--- src/rtl/alu_seq_pkg.sv ---
// Shared definitions for the ALU stimulus sequencer: opcodes, vector record,
// FSM encoding and the built-in test vector table.
package alu_seq_pkg;

    localparam int unsigned VecDw     = 8;
    localparam int unsigned VecOpw    = 6;
    localparam int unsigned VecTblLen = 8;

    localparam logic [VecOpw-1:0] OpAdd = 6'b100000;
    localparam logic [VecOpw-1:0] OpSub = 6'b100010;
    localparam logic [VecOpw-1:0] OpAnd = 6'b100100;
    localparam logic [VecOpw-1:0] OpOr  = 6'b100101;
    localparam logic [VecOpw-1:0] OpXor = 6'b100110;
    localparam logic [VecOpw-1:0] OpSra = 6'b000011;
    localparam logic [VecOpw-1:0] OpSrl = 6'b000010;
    localparam logic [VecOpw-1:0] OpNor = 6'b100111;

    typedef struct packed {
        logic [VecDw-1:0]  a;
        logic [VecDw-1:0]  b;
        logic [VecOpw-1:0] op;
        logic [VecDw-1:0]  exp;
    } alu_vec_t;

    typedef enum logic [3:0] {
        StIdle, StSetA, StPulseA, StSetB, StPulseB,
        StSetOp, StPulseOp, StWait, StCheck, StDone
    } seq_state_e;

    // Table lookup; indices beyond the table wrap around it.
    function automatic alu_vec_t vec_lookup(input logic [7:0] idx);
        logic [7:0] idx_mod;
        alu_vec_t   v;
        idx_mod = idx % 8'(VecTblLen);
        case (idx_mod)
            8'd0:    v = '{a: 8'h05, b: 8'h03, op: OpAdd, exp: 8'h08};
            8'd1:    v = '{a: 8'h10, b: 8'h01, op: OpSub, exp: 8'h0F};
            8'd2:    v = '{a: 8'hFF, b: 8'hF0, op: OpAnd, exp: 8'hF0};
            8'd3:    v = '{a: 8'h0F, b: 8'h30, op: OpOr,  exp: 8'h3F};
            8'd4:    v = '{a: 8'hAA, b: 8'hFF, op: OpXor, exp: 8'h55};
            8'd5:    v = '{a: 8'h80, b: 8'h02, op: OpSra, exp: 8'hE0};
            8'd6:    v = '{a: 8'h80, b: 8'h02, op: OpSrl, exp: 8'h20};
            8'd7:    v = '{a: 8'h0F, b: 8'hF0, op: OpNor, exp: 8'h00};
            default: v = '0;
        endcase
        return v;
    endfunction

endpackage

--- src/rtl/alu_vec_rom.sv ---
// Combinational test vector ROM: index in, {A, B, OP, EXPECTED} record out.
module alu_vec_rom
    import alu_seq_pkg::*;
(
    input  logic [7:0] idx_i,
    output alu_vec_t   vec_o
);

    // Pure lookup into the package table.
    always_comb begin
        vec_o = vec_lookup(idx_i);
    end

endmodule

--- src/rtl/alu_stim_sequencer.sv ---
// Drives an ALU toplevel through its switch/button interface, one stored
// vector at a time, and compares the LED result against the expected value.
// Optional build macro: SEQ_STOP_ON_FAIL_EN -- stop the run on the first
// mismatch, leaving o_vec_idx at the failing vector.
module alu_stim_sequencer
    import alu_seq_pkg::*;
#(
    parameter int unsigned NB_DATA   = 8,
    parameter int unsigned NB_OP     = 6,
    parameter int unsigned N_VEC     = 8,
    parameter int unsigned SETUP_CYC = 2,
    parameter int unsigned PULSE_CYC = 2,
    parameter int unsigned WAIT_CYC  = 4
) (
    input  logic               i_clk,
    input  logic               i_rst_n,
    input  logic               i_start,
    input  logic [NB_DATA-1:0] i_led,
    output logic [NB_DATA-1:0] o_sw,
    output logic               o_btnL,
    output logic               o_btnR,
    output logic               o_btnC,
    output logic               o_busy,
    output logic               o_done,
    output logic               o_pass,
    output logic [7:0]         o_err_count,
    output logic [7:0]         o_vec_idx
);

    localparam int unsigned MaxSp  = (SETUP_CYC > PULSE_CYC) ? SETUP_CYC : PULSE_CYC;
    localparam int unsigned MaxCyc = (MaxSp > WAIT_CYC) ? MaxSp : WAIT_CYC;
    localparam int unsigned CntW   = (MaxCyc > 1) ? $clog2(MaxCyc) : 1;
    localparam logic [7:0]  LastIdx = 8'(N_VEC - 1);

    seq_state_e        state_q, state_d;
    logic [CntW-1:0]   cnt_q, cnt_d;
    logic [7:0]        idx_q, idx_d;
    logic [7:0]        err_q, err_d;
    logic              pass_q, pass_d;

    alu_vec_t          vec;
    logic [NB_DATA-1:0] a_ext, b_ext, op_ext, exp_ext;
    logic              mismatch;

    alu_vec_rom u_rom (
        .idx_i (idx_q),
        .vec_o (vec)
    );

    // Fit the fixed-width table fields onto the configured bus widths.
    always_comb begin
        a_ext    = NB_DATA'(vec.a);
        b_ext    = NB_DATA'(vec.b);
        op_ext   = NB_DATA'(NB_OP'(vec.op));
        exp_ext  = NB_DATA'(vec.exp);
        mismatch = (i_led != exp_ext);
    end

    // Duration reload for the shared phase counter (counts down to zero).
    function automatic logic [CntW-1:0] cnt_load(input seq_state_e st);
        case (st)
            StSetA, StSetB, StSetOp:       return CntW'(SETUP_CYC - 1);
            StPulseA, StPulseB, StPulseOp: return CntW'(PULSE_CYC - 1);
            StWait:                        return CntW'(WAIT_CYC - 1);
            default:                       return '0;
        endcase
    endfunction

    // Successor of each timed phase.
    function automatic seq_state_e timed_next(input seq_state_e st);
        case (st)
            StSetA:    return StPulseA;
            StPulseA:  return StSetB;
            StSetB:    return StPulseB;
            StPulseB:  return StSetOp;
            StSetOp:   return StPulseOp;
            StPulseOp: return StWait;
            default:   return StCheck;
        endcase
    endfunction

    // State register and shared phase counter.
    always_ff @(posedge i_clk or negedge i_rst_n) begin
        if (!i_rst_n) begin
            state_q <= StIdle;
            cnt_q   <= '0;
        end else begin
            state_q <= state_d;
            cnt_q   <= cnt_d;
        end
    end

    // Run bookkeeping: vector index, error count and pass flag.
    always_ff @(posedge i_clk or negedge i_rst_n) begin
        if (!i_rst_n) begin
            idx_q  <= '0;
            err_q  <= '0;
            pass_q <= 1'b0;
        end else begin
            idx_q  <= idx_d;
            err_q  <= err_d;
            pass_q <= pass_d;
        end
    end

    // Next-state, counter and bookkeeping logic.
    always_comb begin
        state_d = state_q;
        cnt_d   = cnt_q;
        idx_d   = idx_q;
        err_d   = err_q;
        pass_d  = pass_q;
        unique case (state_q)
            StIdle: begin
                if (i_start) begin
                    state_d = StSetA;
                    cnt_d   = cnt_load(StSetA);
                    idx_d   = '0;
                    err_d   = '0;
                    pass_d  = 1'b1;
                end
            end
            StSetA, StPulseA, StSetB, StPulseB, StSetOp, StPulseOp, StWait: begin
                if (cnt_q == '0) begin
                    state_d = timed_next(state_q);
                    cnt_d   = cnt_load(timed_next(state_q));
                end else begin
                    cnt_d = cnt_q - CntW'(1);
                end
            end
            StCheck: begin
                if (mismatch) begin
                    pass_d = 1'b0;
                    if (err_q != 8'hFF) begin
                        err_d = err_q + 8'd1;
                    end
                end
`ifdef SEQ_STOP_ON_FAIL_EN
                if (mismatch || idx_q >= LastIdx) begin
`else
                if (idx_q >= LastIdx) begin
`endif
                    state_d = StDone;
                end else begin
                    state_d = StSetA;
                    cnt_d   = cnt_load(StSetA);
                    idx_d   = idx_q + 8'd1;
                end
            end
            StDone: begin
                state_d = StIdle;
            end
            default: begin
                state_d = StIdle;
                cnt_d   = '0;
            end
        endcase
    end

    // Decode switch/button/status outputs from the current state.
    always_comb begin
        o_sw   = '0;
        o_btnL = 1'b0;
        o_btnR = 1'b0;
        o_btnC = 1'b0;
        o_busy = (state_q != StIdle);
        o_done = (state_q == StDone);
        unique case (state_q)
            StSetA:    o_sw = a_ext;
            StPulseA: begin
                o_sw   = a_ext;
                o_btnL = 1'b1;
            end
            StSetB:    o_sw = b_ext;
            StPulseB: begin
                o_sw   = b_ext;
                o_btnR = 1'b1;
            end
            StSetOp:   o_sw = op_ext;
            StPulseOp: begin
                o_sw   = op_ext;
                o_btnC = 1'b1;
            end
            StWait, StCheck: o_sw = op_ext;
            default:   o_sw = '0;
        endcase
    end

    assign o_pass      = pass_q;
    assign o_err_count = err_q;
    assign o_vec_idx   = idx_q;

endmodule

--- config.mk ---
export PLATFORM = sky130hd
export DESIGN_NAME = alu_stim_sequencer
export DESIGN_NICKNAME = d
export VERILOG_FILES = /design/src/rtl/alu_seq_pkg.sv /design/src/rtl/alu_vec_rom.sv /design/src/rtl/alu_stim_sequencer.sv
export SDC_FILE = /design/constraint.sdc
export NUM_CORES = 1
export LEC_CHECK = 0
export BUFFER_PORTS_ARGS = -buffer_cell sky130_fd_sc_hd__buf_2
export CELL_PAD_IN_SITES_DETAIL_PLACEMENT = 1
export CELL_PAD_IN_SITES_GLOBAL_PLACEMENT = 2
export CORE_MARGIN = 8
export CORE_UTILIZATION = 28
export DETAILED_ROUTE_END_ITERATION = 6
export PLACE_DENSITY = 0.83
export SLEW_MARGIN = 20
export SYNTH_ARGS = -nofsm -noshare
export SYNTH_HDL_FRONTEND = slang
export SYNTH_SLANG_ARGS = --single-unit
--- constraint.sdc ---
create_clock -name i_clk -period 2.7 [get_ports i_clk]
set_input_delay 0.54 -clock i_clk [delete_from_list [all_inputs] [get_ports i_clk]]
set_output_delay 0.54 -clock i_clk [all_outputs]
set_load 0.005 [all_outputs]
==> flow_summary.ini, run 1 <==
[grt]
grtUsageMet2_pct = 20.0
antenna_found_initial = 0
use_met3_pct = 1.97
met1_usage_pct = 15.5
grt_max_degree = 28
grt_overflow = 0
grt_pass1_wl_um = 8940
busiest_layer = met2
grt_use_total_pct = 11.8
grt_pass1_vias = 1820

[flow_run]
cap_viol_max_count = 0

[layout]
fin_nets = 273
diodes = 0
drive_above_1_share_pct = 28.3
areaGrowthSynthToFinish_pct = 21.5
final_area_mm2 = 0.00215
mostFrequentLayoutCell = buf_2
mostFrequentLayoutCells = buf_2, dfrtp_1, nor2_1

[pwr]
power_density_mw_per_mm2 = 970
clkPwrFrac_pct = 10.6
p_switching_uw = 989
intPower_uw = 1100
cellLeakagePower_uw = 0.000989
p_comb_share_pct = 65.0
worst_ir_drop_vdd_mv = 0.341
switching_share_pct = 47.4
seq_power_share_pct = 24.4

[yosys]
ys_seq_area_share_pct = 32.6
synth_nets = 227
yosys.area_share.simple_pct = 27.2
async_flop_share_pct = 100
syn_area_mm2 = 0.00177
synth_top_area_share_pct = 32.6
synth.distinct_cells = 52
syn_inst = 209
synth_xor_area_share_pct = 2.48
ys_ff_latch = 23
syn_avg_cell_area_um2 = 8.46
synthMuxAreaShare_pct = 1.84
ys_warn_count = 0
synthFlopType = dfrtp_1
synth_compound_area_share_pct = 25.9
synthAdderAreaFrac_pct = 4.95
synth_edf_count = 0
netlist_top_cells_area = dfrtp_1, ha_1, nor2_1, nand2_1, or3_1
synth_top_area_cell = dfrtp_1
synth_top_family_by_area = simple AND/OR/NAND/NOR gates

[placed_design]
hpwl_um = 4040
postPlaceCellArea_mm2 = 0.00209
routabilityCongestion = 0.789
port_buffers = 40

[timing]
fin_crit_sh_pct = 92.4
relSlewSlack_pct = 64.5
slew_violations = 0
worst_slew_pin_slew_ns = 0.532
fin_skew_ns = 0.00443
final.setup.tns_ns = 0
fmax_mhz = 401
rsz0062_at_grt = no
finalSetupViolCount = 0
hold_viol_final = 0
fin_crit_ns = 2.50

[clock_tree]
path_clk_slew_ns = 0.09
clock_latency_ns = 0.27
cts_tree = done
cts_buffers = 3
cts_setup_buffers = 0
cts_buffer_depth = 2
cts_hold_buf = 0
root_buffer = clkbuf_8
htree_levels = 1
cts_sinks = 23

[detailed_routing]
routed_via_density = 5.26
ant_nets = 0
firstDrtPassIters = 4
drc = 0
wirelength_um = 5180
dr_total_vias = 1741
wl_per_cell_um = 15.6
drt_iter0_drc = 63

[setup_path]
path_cells = buf_4 > nor2_1 > a21boi_1 > a21oi_1 > a21boi_1 > o22ai_1 > buf_2
slowest_delay_ns = 0.47
cp_slowest_cell = dfrtp_1
critPathMaxFanout = 12
critPathTopFamily = compound AO/OA/AOI/OAI gates
criticalPathCategory = reg2out
crit_buf_inv = 2
worst_setup_path_start_kind = flip-flop
crit_arrival_ns = 1.96
critPathLaunch = state_q[3]$_DFFE_PN0P_
required_ns = 2.16
cp_common_cell = a21boi_1
r2r_start = o_vec_idx[1]$_DFFE_PN0P_
end_kind = primary output

[worst_hold_path]
hp-class = in2async

[floorplanning]
row_count = 29
core_area_mm2 = 0.00624
die_w_um = 95.5
start_util_pct = 28.3
dieHeight_um = 95.5
design.die.area_mm2 = 0.00911
boundaryPins = 41

[run_status]
status = finished clean
-- per-stage QoR --
step	cells	util [%]	worst slack (ns)	total power [uW]	hold WS, ns
final	331	34.4	0.204	2080	0.240
after global routing	331	34.4	0.0457	2300	0.268
after CTS	331	34.2	0.00211	2090	0.263
after detailed placement	327	33.5	0.284	1870	0.489
after global placement	327	33.5	0.294	1840	0.498
after floorplan	209	-	0.133	1380	0.244
-- synthesized netlist by cell type, drive strengths merged, types with 2 or more instances --
cell type	count
a211oi	2
a21boi	2
a21o	2
a21oi	19
a22oi	2
a31oi	5
and3	3
and4	2
buf	6
clkbuf	6
dfrtp	23
ha	7
inv	5
mux2	2
nand2	17
nand2b	4
nand3	11
nor2	20
nor2b	2
nor3	6
nor4	2
nor4b	3
o211ai	3
o21ai	18
o22ai	2
o31ai	3
o41ai	2
or3	10
xnor2	3
xor2	2
-- flip-flops by register name, indices dropped and copies added, names as in the netlist --
register,cells
o_vec_idx,8
o_pass,1
cnt_q,2
state_q,4
o_err_count,8
-- worst reg2reg max path, stage by stage (launching register included) --
cell and delay, ns:
dfrtp_1 0.46, inv_1 0.15, ha_1 0.22, mux2_1 0.31
or3_1 0.32, a21o_1 0.19, nor4_4 0.15, or3_1 0.18
mux2_1 0.32
-- final cells by class --
type                       instances  area, um^2
fill                             768        4090
clock inverter                     1        5.00
clock buffer                       3        41.3
tap                               77        96.3
sequential                        23         576
multi-input combinational        169        1110
inverter                           5        18.8
timing repair buffer              53         298
-- logic make-up after synthesis --
kind of cell	count (synthesis)
AO/OA/AOI/OAI	68
XOR/XNOR	5
adder cells (fa/ha/maj)	7
buffers and inverters	17
flip-flops	23
multiplexers	3
AND/OR/NAND/NOR	86
-- timing repair --
| action | 4_1_cts | 5_1_grt |
|---|---|---|
| setup endpoints to repair | 0 | 6 |
| resized for setup | 0 | 3 |
| endpoints found under the hold margin | 0 | 0 |
-- final timing paths --
kind | end | slack (ns) | depth (start not counted)
max in group asynchronous | state_q[0]$_DFFE_PN0P_ | 2.10 | 1
worst max register to register | o_err_count[0]$_DFFE_PN0P_ | 0.30 | 8
min in group i_clk | o_pass$_DFFE_PN0P_ | 0.52 | 2
worst max-delay path | o_sw[1] | 0.20 | 7
worst min-delay path | o_err_count[4]$_DFFE_PN0P_ | 0.24 | 1
worst min register to register | o_pass$_DFFE_PN0P_ | 0.52 | 2
-- power by group through the flow --
stage	registers, uW	logic (uW)	clock network (uW)
finish	509	1350	220
global placement	512	1330	0
CTS	509	1360	223
global route	524	1530	238
detailed placement	515	1350	0
floorplan	511	868	0
-- metal layers --
layer / routed length (um) / up-vias / part of all wire (%)
li1: - / 865 / -
met1: 2470 / 845 / 48
met2: 2420 / 27 / 47
met3: 264 / 4 / 5.1
met4: 27 / 0 / 0.52
met5: 0 / - / 0
(Power assumes the default switching activity.)
==> run 2, diff against run 1 <==
==> constraint.sdc (replaced) <==
create_clock -name i_clk -period 2.7 [get_ports i_clk]
set_input_delay 0.54 -clock i_clk [delete_from_list [all_inputs] [get_ports i_clk]]
set_output_delay 0.54 -clock i_clk [all_outputs]
set_load 0.02 [all_outputs]
==> flow_summary.ini, run 2 (same netlist as run 1, synthesis figures left out) <==
[timing]
fin_crit_sh_pct = 95.6
fin_crit_ns = 2.58
fin_skew_ns = 0.00266
finalSetupViolCount = 0
worst_slack_ns = 0.119
slew_violations = 0
worst_slew_pin_slew_ns = 0.516
relSlewSlack_pct = 65.6
fmax_mhz = 387
hold_viol_final = 0

[pwr]
power_density_mw_per_mm2 = 1090
worst_ir_drop_vdd_mv = 0.611
cellLeakagePower_uw = 0.000999
power_uw = 2370
p_comb_share_pct = 68.2
seq_power_share_pct = 22.6
intPower_uw = 1160
clkPwrFrac_pct = 9.1
switching_share_pct = 51.2
p_switching_uw = 1210

[floorplanning]
core_area_mm2 = 0.00624
design.die.area_mm2 = 0.00911
start_util_pct = 28.3
boundaryPins = 41
row_count = 29
die_w_um = 95.5
dieHeight_um = 95.5

[grt]
grt_pass1_vias = 1799
antenna_found_initial = 0
grt_overflow = 0
grt_pass1_wl_um = 8900
grt_max_degree = 28
grt_use_total_pct = 11.9

[clock_tree]
cts_hold_buf = 0
clock_latency_ns = 0.27
cts_buffer_depth = 2
root_buffer = clkbuf_8
path_clk_slew_ns = 0.08
cts_buffers = 3
cts_tree = done
cts_sinks = 23
htree_levels = 1

[detailed_routing]
firstDrtPassIters = 4
wl_per_cell_um = 16.0
drc = 0
ant_nets = 0
drt_iter0_drc = 113
routed_via_density = 5.33
wirelength_um = 5320
dr_total_vias = 1774

[setup_path]
critPathMaxFanout = 8
criticalPathCategory = reg2out
crit_buf_inv = 3
path_cells = buf_4 > nand2_1 > or2_4 > a21oi_4 > buf_4 > a22oi_1 > o21ai_0 > buf_2
cp_slowest_cell = dfrtp_2
critPathTopFamily = buffers and inverters
slowest_delay_ns = 0.43
cp_common_cell = buf_4
end_kind = primary output
crit_arrival_ns = 2.04
required_ns = 2.16
worst_setup_path_start_kind = flip-flop

[worst_hold_path]
hp-class = in2async

[placed_design]
hpwl_um = 4070
dp_worst_setup_slack_ns = 0.208
routabilityCongestion = 0.761
port_buffers = 40

[layout]
fin_nets = 275
drive_above_1_share_pct = 30.9
areaGrowthSynthToFinish_pct = 23.1
mostFrequentLayoutCell = buf_2
mostFrequentLayoutCells = buf_2, dfrtp_1, nor2_1
diodes = 0

[run_status]
status = finished clean

[flow_run]
cap_viol_max_count = 0
## run 2: power by group through the flow
stage	clock (uW)	combinational, uW	sequential, uW
final	216	1620	536
after global routing	234	1780	550
after CTS	227	1550	532
after detailed placement	0	1520	537
after global placement	0	1490	536
after floorplan	0	1020	558
## run 2: worst paths after layout
path	from	endpoint	slack (ns)	depth (start not counted)
max	state_q[0]$_DFFE_PN0P_	o_sw[4]	0.12	8
min	i_rst_n	o_err_count[5]$_DFFE_PN0P_	0.23	1
max reg2reg	o_vec_idx[1]$_DFFE_PN0P_	o_err_count[0]$_DFFE_PN0P_	0.33	8
min reg2reg	o_vec_idx[7]$_DFFE_PN0P_	o_vec_idx[7]$_DFFE_PN0P_	0.53	2
max in group asynchronous	i_rst_n	state_q[1]$_DFFE_PN0P_	2.08	1
min in group i_clk	o_vec_idx[7]$_DFFE_PN0P_	o_vec_idx[7]$_DFFE_PN0P_	0.53	2
## run 2: cell type report
type,count,area [um^2]
Fill cell,771,4060
Multi-Input combinational cell,169,1120
Sequential cell,23,578
Timing Repair Buffer,55,315
Tap cell,77,96.3
Clock buffer,3,41.3
Inverter,5,18.8
Clock inverter,1,5.00
## run 2: layer usage
metal | wire length (um) | global-route usage, % | vias to the layer above
li1 | - | - | 867
met1 | 2570 | 16.7 | 873
met2 | 2430 | 18.6 | 30
met3 | 281 | 2.13 | 4
met4 | 31 | 2.69 | 0
met5 | 0 | 0 | -
## run 2: through the flow
step / utilization [%] / hold slack, ns / instances / area [um^2] / TNS, ns
after detailed placement: 33.3 / 0.498 / 325 / 2080 / 0
after floorplan: - / 0.244 / 209 / 1770 / 0
after CTS: 34.2 / 0.250 / 329 / 2130 / 0
final: 34.9 / 0.234 / 333 / 2180 / 0
after global placement: 33.3 / 0.499 / 325 / 2080 / 0
after global routing: 34.9 / 0.281 / 333 / 2180 / -0.000122
## run 2: what timing repair did
item                                    CTS  global route
pin swaps                                 0             1
setup buffers                             0             4
endpoints found under the setup margin    4             4
hold endpoints to repair                  0             0
resized for setup                         3             7
==> run 3, diff against run 2 <==
- GPL_TIMING_DRIVEN: default -> 0
==> flow_summary.ini, run 3 (same netlist as run 1, synthesis figures left out) <==
[layout]
fin_nets = 282
areaGrowthSynthToFinish_pct = 27.9
final_area_mm2 = 0.00226
drive_above_1_share_pct = 33.1
utilization_pct = 36.2
n_fill_cell = 784
mostFrequentLayoutCells = buf_2, dfrtp_1, nor2_1
layoutNonFillerInstCount = 340
mostFrequentLayoutCell = buf_2
diodes = 0

[setup_path]
worst_setup_path_start_kind = flip-flop
critPathMaxFanout = 10
required_ns = 2.16
crit_arrival_ns = 2.06
end_kind = primary output
criticalPathCategory = reg2out

[floorplanning]
dieHeight_um = 95.5
core_area_mm2 = 0.00624
design.die.area_mm2 = 0.00911
row_count = 29
boundaryPins = 41
die_w_um = 95.5
start_util_pct = 28.3

[timing]
fin_crit_sh_pct = 96.4
slew_violations = 0
rsz0062_at_grt = no
fin_crit_ns = 2.60
finalSetupViolCount = 0
fmax_mhz = 384
hold_viol_final = 0
worst_slew_pin_slew_ns = 0.703
relSlewSlack_pct = 52.9
fin_skew_ns = 0.00449

[clock_tree]
clock_latency_ns = 0.27
cts_buffers = 3
htree_levels = 1
cts_sinks = 23
path_clk_slew_ns = 0.09
cts_buffer_depth = 2
cts_hold_buf = 0
root_buffer = clkbuf_8
cts_tree = done

[detailed_routing]
wl_per_cell_um = 15.9
wirelength_um = 5390
drc = 0
routed_via_density = 5.24
drt_iter0_drc = 99
dr_total_vias = 1782
firstDrtPassIters = 4
ant_nets = 0

[grt]
antenna_found_initial = 0
grt_use_total_pct = 11.9
grt_overflow = 0
grt_pass1_wl_um = 8910
grt_max_degree = 24
grt_pass1_vias = 1850

[pwr]
worst_ir_drop_vdd_mv = 0.667
power_density_mw_per_mm2 = 1080
cellLeakagePower_uw = 0.00103

[worst_hold_path]
hp-class = in2async

[placed_design]
port_buffers = 40
dp.cells = 326
postPlaceCellArea_mm2 = 0.00206
routabilityCongestion = 0.788
hpwl_um = 3950

[run_status]
status = finished clean

[flow_run]
cap_viol_max_count = 0
run 3: repair_timing:
action,4_1_cts,5_1_grt
gates resized for setup,9,17
setup endpoints to repair,17,13
setup buffers,5,5
pin swaps,1,2
gates cloned,0,1
run 3: worst max-delay path, stage by stage, from the launching register on:
cell	delay (ns)
dfrtp_1	0.39
buf_6	0.14
or4b_4	0.63
o21ai_4	0.13
a22oi_2	0.11
o211ai_1	0.21
buf_4	0.18
run 3: metrics by stage:
step	hold slack (ns)	total power, uW	worst slack [ns]	TNS, ns
after floorplan	0.244	1570	0.0103	0
after global placement	0.470	1990	-0.287	-1.33
after detailed placement	0.468	2010	-0.356	-1.72
after CTS	0.262	2300	0.0154	0
after global routing	0.287	2630	0.0106	0
final	0.243	2440	0.0985	0
run 3: final timing paths:
kind	startpoint	slack (ns)	end	depth (start not counted)
hold / removal	i_rst_n	0.24	o_pass$_DFFE_PN0P_	1
max in group asynchronous	i_rst_n	2.06	o_vec_idx[0]$_DFFE_PN0P_	1
setup reg to reg	o_vec_idx[1]$_DFFE_PN0P_	0.14	o_err_count[0]$_DFFE_PN0P_	10
setup / recovery	state_q[1]$_DFFE_PN0P_	0.1	o_sw[0]	6
hold reg to reg	o_pass$_DFFE_PN0P_	0.50	o_pass$_DFFE_PN0P_	2
min in group i_clk	o_pass$_DFFE_PN0P_	0.50	o_pass$_DFFE_PN0P_	2
run 3: power by group:
part           switching, uW  leakage [uW]  internal [uW]  total (uW)
Clock                    117     0.0000255            103         220
Combinational           1050      0.000696            662        1720
Sequential              72.0      0.000304            427         499
Total                   1240       0.00103           1190        2440
run 3: cell type report:
| class | count | area (um^2) | area share (%) |
|---|---|---|---|
| Clock inverter | 1 | 5.00 | 0.221 |
| Inverter | 5 | 22.5 | 0.996 |
| Tap cell | 77 | 96.3 | 4.26 |
| Buffer | 11 | 78.8 | 3.49 |
| Timing Repair Buffer | 50 | 278 | 12.3 |
| Clock buffer | 3 | 41.3 | 1.83 |
| Multi-Input combinational cell | 170 | 1160 | 51.4 |
| Sequential cell | 23 | 578 | 25.6 |
run 3: metal layers:
layer  vias to the layer above  track usage, %  share of wire [%]  routed length [um]
li1                        884               -                  -                   -
met1                       862            14.9                 47                2510
met2                        31            20.9                 48                2590
met3                         5            1.65                4.6                 246
met4                         0            3.33               0.89                  48
met5                         -               0                  0                   0
